$ cat src/rtl/branch_target_buffer_2way.sv
// branch_target_buffer_2way: a 2-way set-associative branch target buffer.
// Each way has a saturating direction counter, and each set has one LRU bit.
// A lookup is registered: its prediction appears on the cycle after the request.
// An update is applied at the clock edge.
// Optional statistics counters are enabled with the macro BTB_STATS_EN.
//
// Handshake: the lookup path has no ready signal, so every btb_lookup_en is
// accepted. btb_lookup_valid is high for exactly the one cycle after the
// request. While btb_lookup_valid is low, btb_hit, btb_valid_prediction and
// btb_target are all 0.
module branch_target_buffer_2way #(
  parameter int SETS  = 16,
  parameter int CTR_W = 2,
  parameter int PC_W  = 32
) (
  input  logic            btb_clk,
  input  logic            btb_reset,
  input  logic            btb_lookup_en,
  input  logic [PC_W-1:0] btb_pc,
  input  logic            btb_write,
  input  logic [PC_W-1:0] btb_new_pc,
  input  logic            btb_branch_taken,
  input  logic [PC_W-1:0] btb_data,
  output logic            btb_lookup_valid,
  output logic            btb_hit,
  output logic            btb_valid_prediction,
  output logic [PC_W-1:0] btb_target
`ifdef BTB_STATS_EN
  ,
  output logic [15:0]     btb_stat_lookups,
  output logic [15:0]     btb_stat_hits
`endif
);

  localparam int IDX_W = $clog2(SETS);
  localparam int TAG_W = PC_W - IDX_W - 2;
  localparam int WT_I  = 1 << (CTR_W - 1);
  localparam int WNT_I = WT_I - 1;
  localparam logic [CTR_W-1:0] CTR_MAX = {CTR_W{1'b1}};
  localparam logic [CTR_W-1:0] CTR_WT  = WT_I[CTR_W-1:0];
  localparam logic [CTR_W-1:0] CTR_WNT = WNT_I[CTR_W-1:0];

  // Entry storage. Each array is indexed [set][way].
  logic [1:0]       vld_mem [SETS];
  logic [TAG_W-1:0] tag_mem [SETS][2];
  logic [PC_W-1:0]  tgt_mem [SETS][2];
  logic [CTR_W-1:0] ctr_mem [SETS][2];
  logic             lru_mem [SETS];  // names the way to evict

  // Address split for the lookup port and the update port.
  logic [IDX_W-1:0] l_idx, u_idx;
  logic [TAG_W-1:0] l_tag, u_tag;
  logic             l_hit0, l_hit1, l_hit, l_way;
  logic             u_hit0, u_hit1, u_hit, u_way;
  logic [CTR_W-1:0] u_ctr_next;
  logic             unused_pc_bits;

  assign l_idx = btb_pc[IDX_W+1:2];
  assign l_tag = btb_pc[PC_W-1:IDX_W+2];
  assign u_idx = btb_new_pc[IDX_W+1:2];
  assign u_tag = btb_new_pc[PC_W-1:IDX_W+2];
  // The low two PC bits never take part in indexing or tag comparison.
  assign unused_pc_bits = ^{btb_pc[1:0], btb_new_pc[1:0]};

  // Lookup tag compare. Allocation happens only on a miss, so at most one
  // way can match.
  always_comb begin
    l_hit0 = vld_mem[l_idx][0] && (tag_mem[l_idx][0] == l_tag);
    l_hit1 = vld_mem[l_idx][1] && (tag_mem[l_idx][1] == l_tag);
    l_hit  = l_hit0 || l_hit1;
    l_way  = l_hit1;
  end

  // Update tag compare, way choice and next counter value.
  // On a miss the victim is the first invalid way, otherwise the LRU way.
  always_comb begin
    u_hit0     = vld_mem[u_idx][0] && (tag_mem[u_idx][0] == u_tag);
    u_hit1     = vld_mem[u_idx][1] && (tag_mem[u_idx][1] == u_tag);
    u_hit      = u_hit0 || u_hit1;
    u_way      = 1'b0;
    u_ctr_next = '0;
    if (u_hit) begin
      u_way = u_hit1;
    end else if (!vld_mem[u_idx][0]) begin
      u_way = 1'b0;
    end else if (!vld_mem[u_idx][1]) begin
      u_way = 1'b1;
    end else begin
      u_way = lru_mem[u_idx];
    end
    if (u_hit) begin
      if (btb_branch_taken) begin
        u_ctr_next = (ctr_mem[u_idx][u_way] == CTR_MAX) ? CTR_MAX
                                                        : ctr_mem[u_idx][u_way] + 1'b1;
      end else begin
        u_ctr_next = (ctr_mem[u_idx][u_way] == '0) ? '0
                                                   : ctr_mem[u_idx][u_way] - 1'b1;
      end
    end else begin
      u_ctr_next = btb_branch_taken ? CTR_WT : CTR_WNT;
    end
  end

  // Registered lookup result. The lookup reads the state as it was before
  // any update applied at the same edge.
  always_ff @(posedge btb_clk) begin
    if (btb_reset) begin
      btb_lookup_valid     <= 1'b0;
      btb_hit              <= 1'b0;
      btb_valid_prediction <= 1'b0;
      btb_target           <= '0;
    end else begin
      btb_lookup_valid     <= btb_lookup_en;
      btb_hit              <= btb_lookup_en && l_hit;
      btb_valid_prediction <= btb_lookup_en && l_hit && ctr_mem[l_idx][l_way][CTR_W-1];
      btb_target           <= (btb_lookup_en && l_hit) ? tgt_mem[l_idx][l_way] : '0;
    end
  end

  // Entry and LRU state. The update's LRU write comes after the lookup's LRU
  // write, so the update wins when both touch the same set.
  always_ff @(posedge btb_clk) begin
    if (btb_reset) begin
      for (int s = 0; s < SETS; s++) begin
        vld_mem[s] <= '0;
        lru_mem[s] <= 1'b0;
        for (int w = 0; w < 2; w++) begin
          tag_mem[s][w] <= '0;
          tgt_mem[s][w] <= '0;
          ctr_mem[s][w] <= '0;
        end
      end
    end else begin
      if (btb_lookup_en && l_hit) begin
        lru_mem[l_idx] <= ~l_way;
      end
      if (btb_write) begin
        vld_mem[u_idx][u_way] <= 1'b1;
        tag_mem[u_idx][u_way] <= u_tag;
        ctr_mem[u_idx][u_way] <= u_ctr_next;
        if (!u_hit || btb_branch_taken) begin
          tgt_mem[u_idx][u_way] <= btb_data;
        end
        lru_mem[u_idx] <= ~u_way;
      end
    end
  end

`ifdef BTB_STATS_EN
  // Saturating lookup and hit counters. They step on the same edge that
  // registers btb_lookup_valid and btb_hit.
  always_ff @(posedge btb_clk) begin
    if (btb_reset) begin
      btb_stat_lookups <= '0;
      btb_stat_hits    <= '0;
    end else begin
      if (btb_lookup_en && (btb_stat_lookups != 16'hFFFF)) begin
        btb_stat_lookups <= btb_stat_lookups + 16'd1;
      end
      if (btb_lookup_en && l_hit && (btb_stat_hits != 16'hFFFF)) begin
        btb_stat_hits <= btb_stat_hits + 16'd1;
      end
    end
  end
`endif

endmodule

$ cat config.mk
export PLATFORM = sky130hd
export DESIGN_NAME = branch_target_buffer_2way
export DESIGN_NICKNAME = d
export VERILOG_FILES = /design/src/rtl/branch_target_buffer_2way.sv
export SDC_FILE = /design/constraint.sdc
export NUM_CORES = 2
export LEC_CHECK = 0
export CORE_MARGIN = 10
export CORE_UTILIZATION = 60
export DETAILED_ROUTE_END_ITERATION = 12
export PLACE_DENSITY_LB_ADDON = 0.05
export SLEW_MARGIN = 30
export SYNTH_ARGS = -nofsm -noshare
export SYNTH_HDL_FRONTEND = slang
export SYNTH_SLANG_ARGS = --single-unit
$ cat constraint.sdc
create_clock -name btb_clk -period 9.6 [get_ports btb_clk]
set_clock_uncertainty 0.15 [all_clocks]
set_input_delay 1.92 -clock btb_clk [delete_from_list [all_inputs] [get_ports btb_clk]]
set_output_delay 1.92 -clock btb_clk [all_outputs]
set_load 0.005 [all_outputs]
==> impl_metrics.yaml <==
placement:
  place_congestion: 0.922
  port-buffer-count: 131
  dpl.hpwl_um: 202000
floorplan:
  die_y_um: 434
  die-area_sq_mm: 0.188
  initial_utilization_pct: 60.5
  die_w_um: 434
  core_area_sq_mm: 0.170
  io_pins: 136
  fp-row-count: 151
drt:
  finalWirelength_um: 359000
  via_per_inst: 7.93
  drt_pre_antenna_iters: 9
  drt-initial-drc-count: 12100
  vias: 69500
  routedWlPerCell_um: 41.0
  route.detailed.drc: 0
  ant_nets: 0
clock_network:
  cts_max_path_buffers: 3
  cts_sinks: 2003
  ctsHoldBuffers: 0
  clk_latency_ps: 880
  root_buffer: "clkbuf_16"
  post-cts-setup-buffers: 0
  htree_levels: 4
  numCtsBuffers: 209
  post_cts_resized: 0
  clkTransAtPathRegs_ps: 60
  cts_tree: "done"
synthesis:
  yosysMostFrequentCell: "edfxtp_1"
  yosysSeqAreaShare_pct: 57.9
  synth_edf_count: 1936
  syn_inst: 6660
  ys_seq_elements: 2003
  syn-mean-instance-area_sq_um: 15.4
  netlist_top_cells_count: "1936 x edfxtp_1, 768 x mux4_2, 684 x nor4_1, 596 x clkbuf_1, 586 x and3_1"
  synth_warnings: 0
  synth_area_leader_cell: "edfxtp_1"
  synthArstFlopShare_pct: 0
  mappedNetlistArea_sq_mm: 0.103
  synth_cell_types: 73
  synth_area_leaders: "edfxtp_1 57%, mux4_2 17%, nor4_1 4.2%, nor4_2 3.9%, and3_1 3.6%"
  synth_fp_nets: 6761
  synth_top_area_share_pct: 56.6
  ys.flop_type: "edfxtp_1"
critical_path:
  critPathKind: "input pin to flop"
  crit_required_ps: 10170
  cp_max_fo: 128
  start_kind: "input pin"
  arrival_ps: 8370
  end_kind: "flop"
min_path:
  hold_path_class: "flop to flop"
sta:
  rsz0062_at_grt: "no"
  relSlewSlack_pct: 28.8
  hold_viol: 0
  timing.final.crit_period_ps: 7800
  drv_slew: 0
  fin_tns_setup_ps: 0
  fmax_mhz: 128
  setup_viol: 0
  min_period_over_period_pct: 81.3
  worst_pin_slew_ps: 1060
power_and_ir_drop:
  leakagePower_nw: 39.4
  fin_total_pwr_mw: 20.3
  ir_drop_mv: 0.196
  cellPowerDensity_mw_per_mm2: 179
outcome:
  status: "completed"
final_layout:
  fillers: 11700
  drive_above_1_share_pct: 29.7
  multi_input_area_sq_mm: 0.0393
  area_growth_pct: 10.5
  nets: 6460
  regArea_sq_mm: 0.0595
grt:
  grt_max_degree: 237
  grt_pass1_vias: 68000
  grt_pass1_wl_um: 508000
  antenna_found_initial: 9
  grt-ovfl-total: 0
  grt_usage_pct: 37.8
job:
  maxCapViolCount: 0
-- stage by stage --
stage / hold WS (ps) / util [%] / cell area, sq um / std cells / setup WS, ps
after global routing: 371 / 66.8 / 113000 / 8761 / 1590
after floorplan: 302 / - / 103000 / 6660 / 1290
after global placement: 324 / 62.6 / 106000 / 8349 / 960
after CTS: 351 / 66.7 / 113000 / 8752 / 1800
final: 352 / 66.8 / 113000 / 8766 / 1800
after detailed placement: 334 / 62.8 / 107000 / 8362 / 899
-- worst max-delay path: stages --
cell,delay (ps)
clkbuf_8,620
nand2b_1,710
o22ai_1,210
o21ai_0,490
buf_4,210
o2111ai_1,90
or4b_1,520
o21ai_1,440
and3_2,420
o21bai_4,410
buf_4,430
buf_6,580
buf_4,830
and3_1,280
-- cell families after synthesis --
family                    synth area share [%]
DFF                                       57.9
xor gates and xnor gates                 0.904
buffers and inverters                     4.87
muxes                                     19.3
AOI/OAI and AO/OA                         2.82
and+or+nand+nor                           14.2
-- registers in the layout, indices dropped and copies added (netlist names) --
register              count
btb_lookup_valid          1
ctr_mem                  64
tgt_mem                1024
btb_valid_prediction      1
lru_mem                  16
btb_hit                   1
btb_target               32
tag_mem                 832
vld_mem                  32
-- power by group --
group / total, mW / internal, mW / switching, mW
clock: 8.14 / 4.64 / 3.50
sequential: 10.0 / 9.88 / 0.122
combinational: 2.18 / 0.781 / 1.40
-- path summary, 6_finish.rpt --
check	from	slack [ps]	endpoint	cells past startpoint
setup / recovery	btb_new_pc[2]	1800	tag_mem[13][6]	14
hold / removal	vld_mem[15][1]	350	vld_mem[15][1]	1
hold reg to reg	vld_mem[15][1]	350	vld_mem[15][1]	1
setup reg to reg	tag_mem[15][16]	3440	tag_mem[13][6]	12
-- layout make-up --
type	count	share of cell area [%]
Antenna cell	10	0.0221
Sequential cell	2003	52.4
Timing Repair Buffer	486	4.37
Clock buffer	269	5.03
Clock inverter	121	0.944
Multi-Input combinational cell	3610	34.6
Tap cell	2218	2.45
Inverter	49	0.169
-- placed cells by master (no fill, tap or decap), types with 11 or more instances in the layout --
| master | netlist | final |
|---|---|---|
| edfxtp_1 | 1936 | 1936 |
| mux4_2 | 768 | 768 |
| nor4_1 | 684 | 684 |
| and3_1 | 586 | 586 |
| nor4_2 | 322 | 322 |
| nor3_1 | 288 | 284 |
| buf_4 | 38 | 273 |
| mux2i_1 | 226 | 225 |
| clkbuf_16 | 0 | 216 |
| clkdlybuf4s50_1 | 0 | 122 |
| xnor2_1 | 88 | 88 |
| dfxtp_1 | 67 | 67 |
| buf_12 | 0 | 63 |
| nor2_1 | 75 | 61 |
| clkinv_1 | 7 | 54 |
| a22o_1 | 52 | 52 |
| nand2_1 | 67 | 48 |
| clkinv_2 | 0 | 46 |
| a22oi_1 | 45 | 45 |
| clkbuf_1 | 596 | 43 |
| a2111oi_0 | 33 | 33 |
| o21ai_4 | 0 | 32 |
| inv_2 | 2 | 31 |
| nand4_1 | 31 | 31 |
| o31ai_4 | 1 | 31 |
| o22ai_1 | 26 | 26 |
| nand3_1 | 23 | 23 |
| a221oi_1 | 22 | 22 |
| mux2_2 | 22 | 22 |
| a21oi_1 | 21 | 21 |
| xor2_1 | 18 | 18 |
| nand2_4 | 0 | 17 |
| bufinv_16 | 0 | 17 |
| a211o_1 | 16 | 16 |
| and2_1 | 14 | 14 |
| a211oi_2 | 13 | 13 |
| nor2_4 | 0 | 12 |
| clkbuf_8 | 0 | 12 |
| o21ai_0 | 42 | 11 |
-- layer usage --
layer  part of all wire, %  vias up  GRT usage, %
met1                    34    35500          49.3
met5                 0.011        -             0
met3                    13     1193          8.45
met4                   7.5        6          24.0
li1                      -    27100             -
met2                    46     5759          57.8
(Power assumes the default switching activity.)
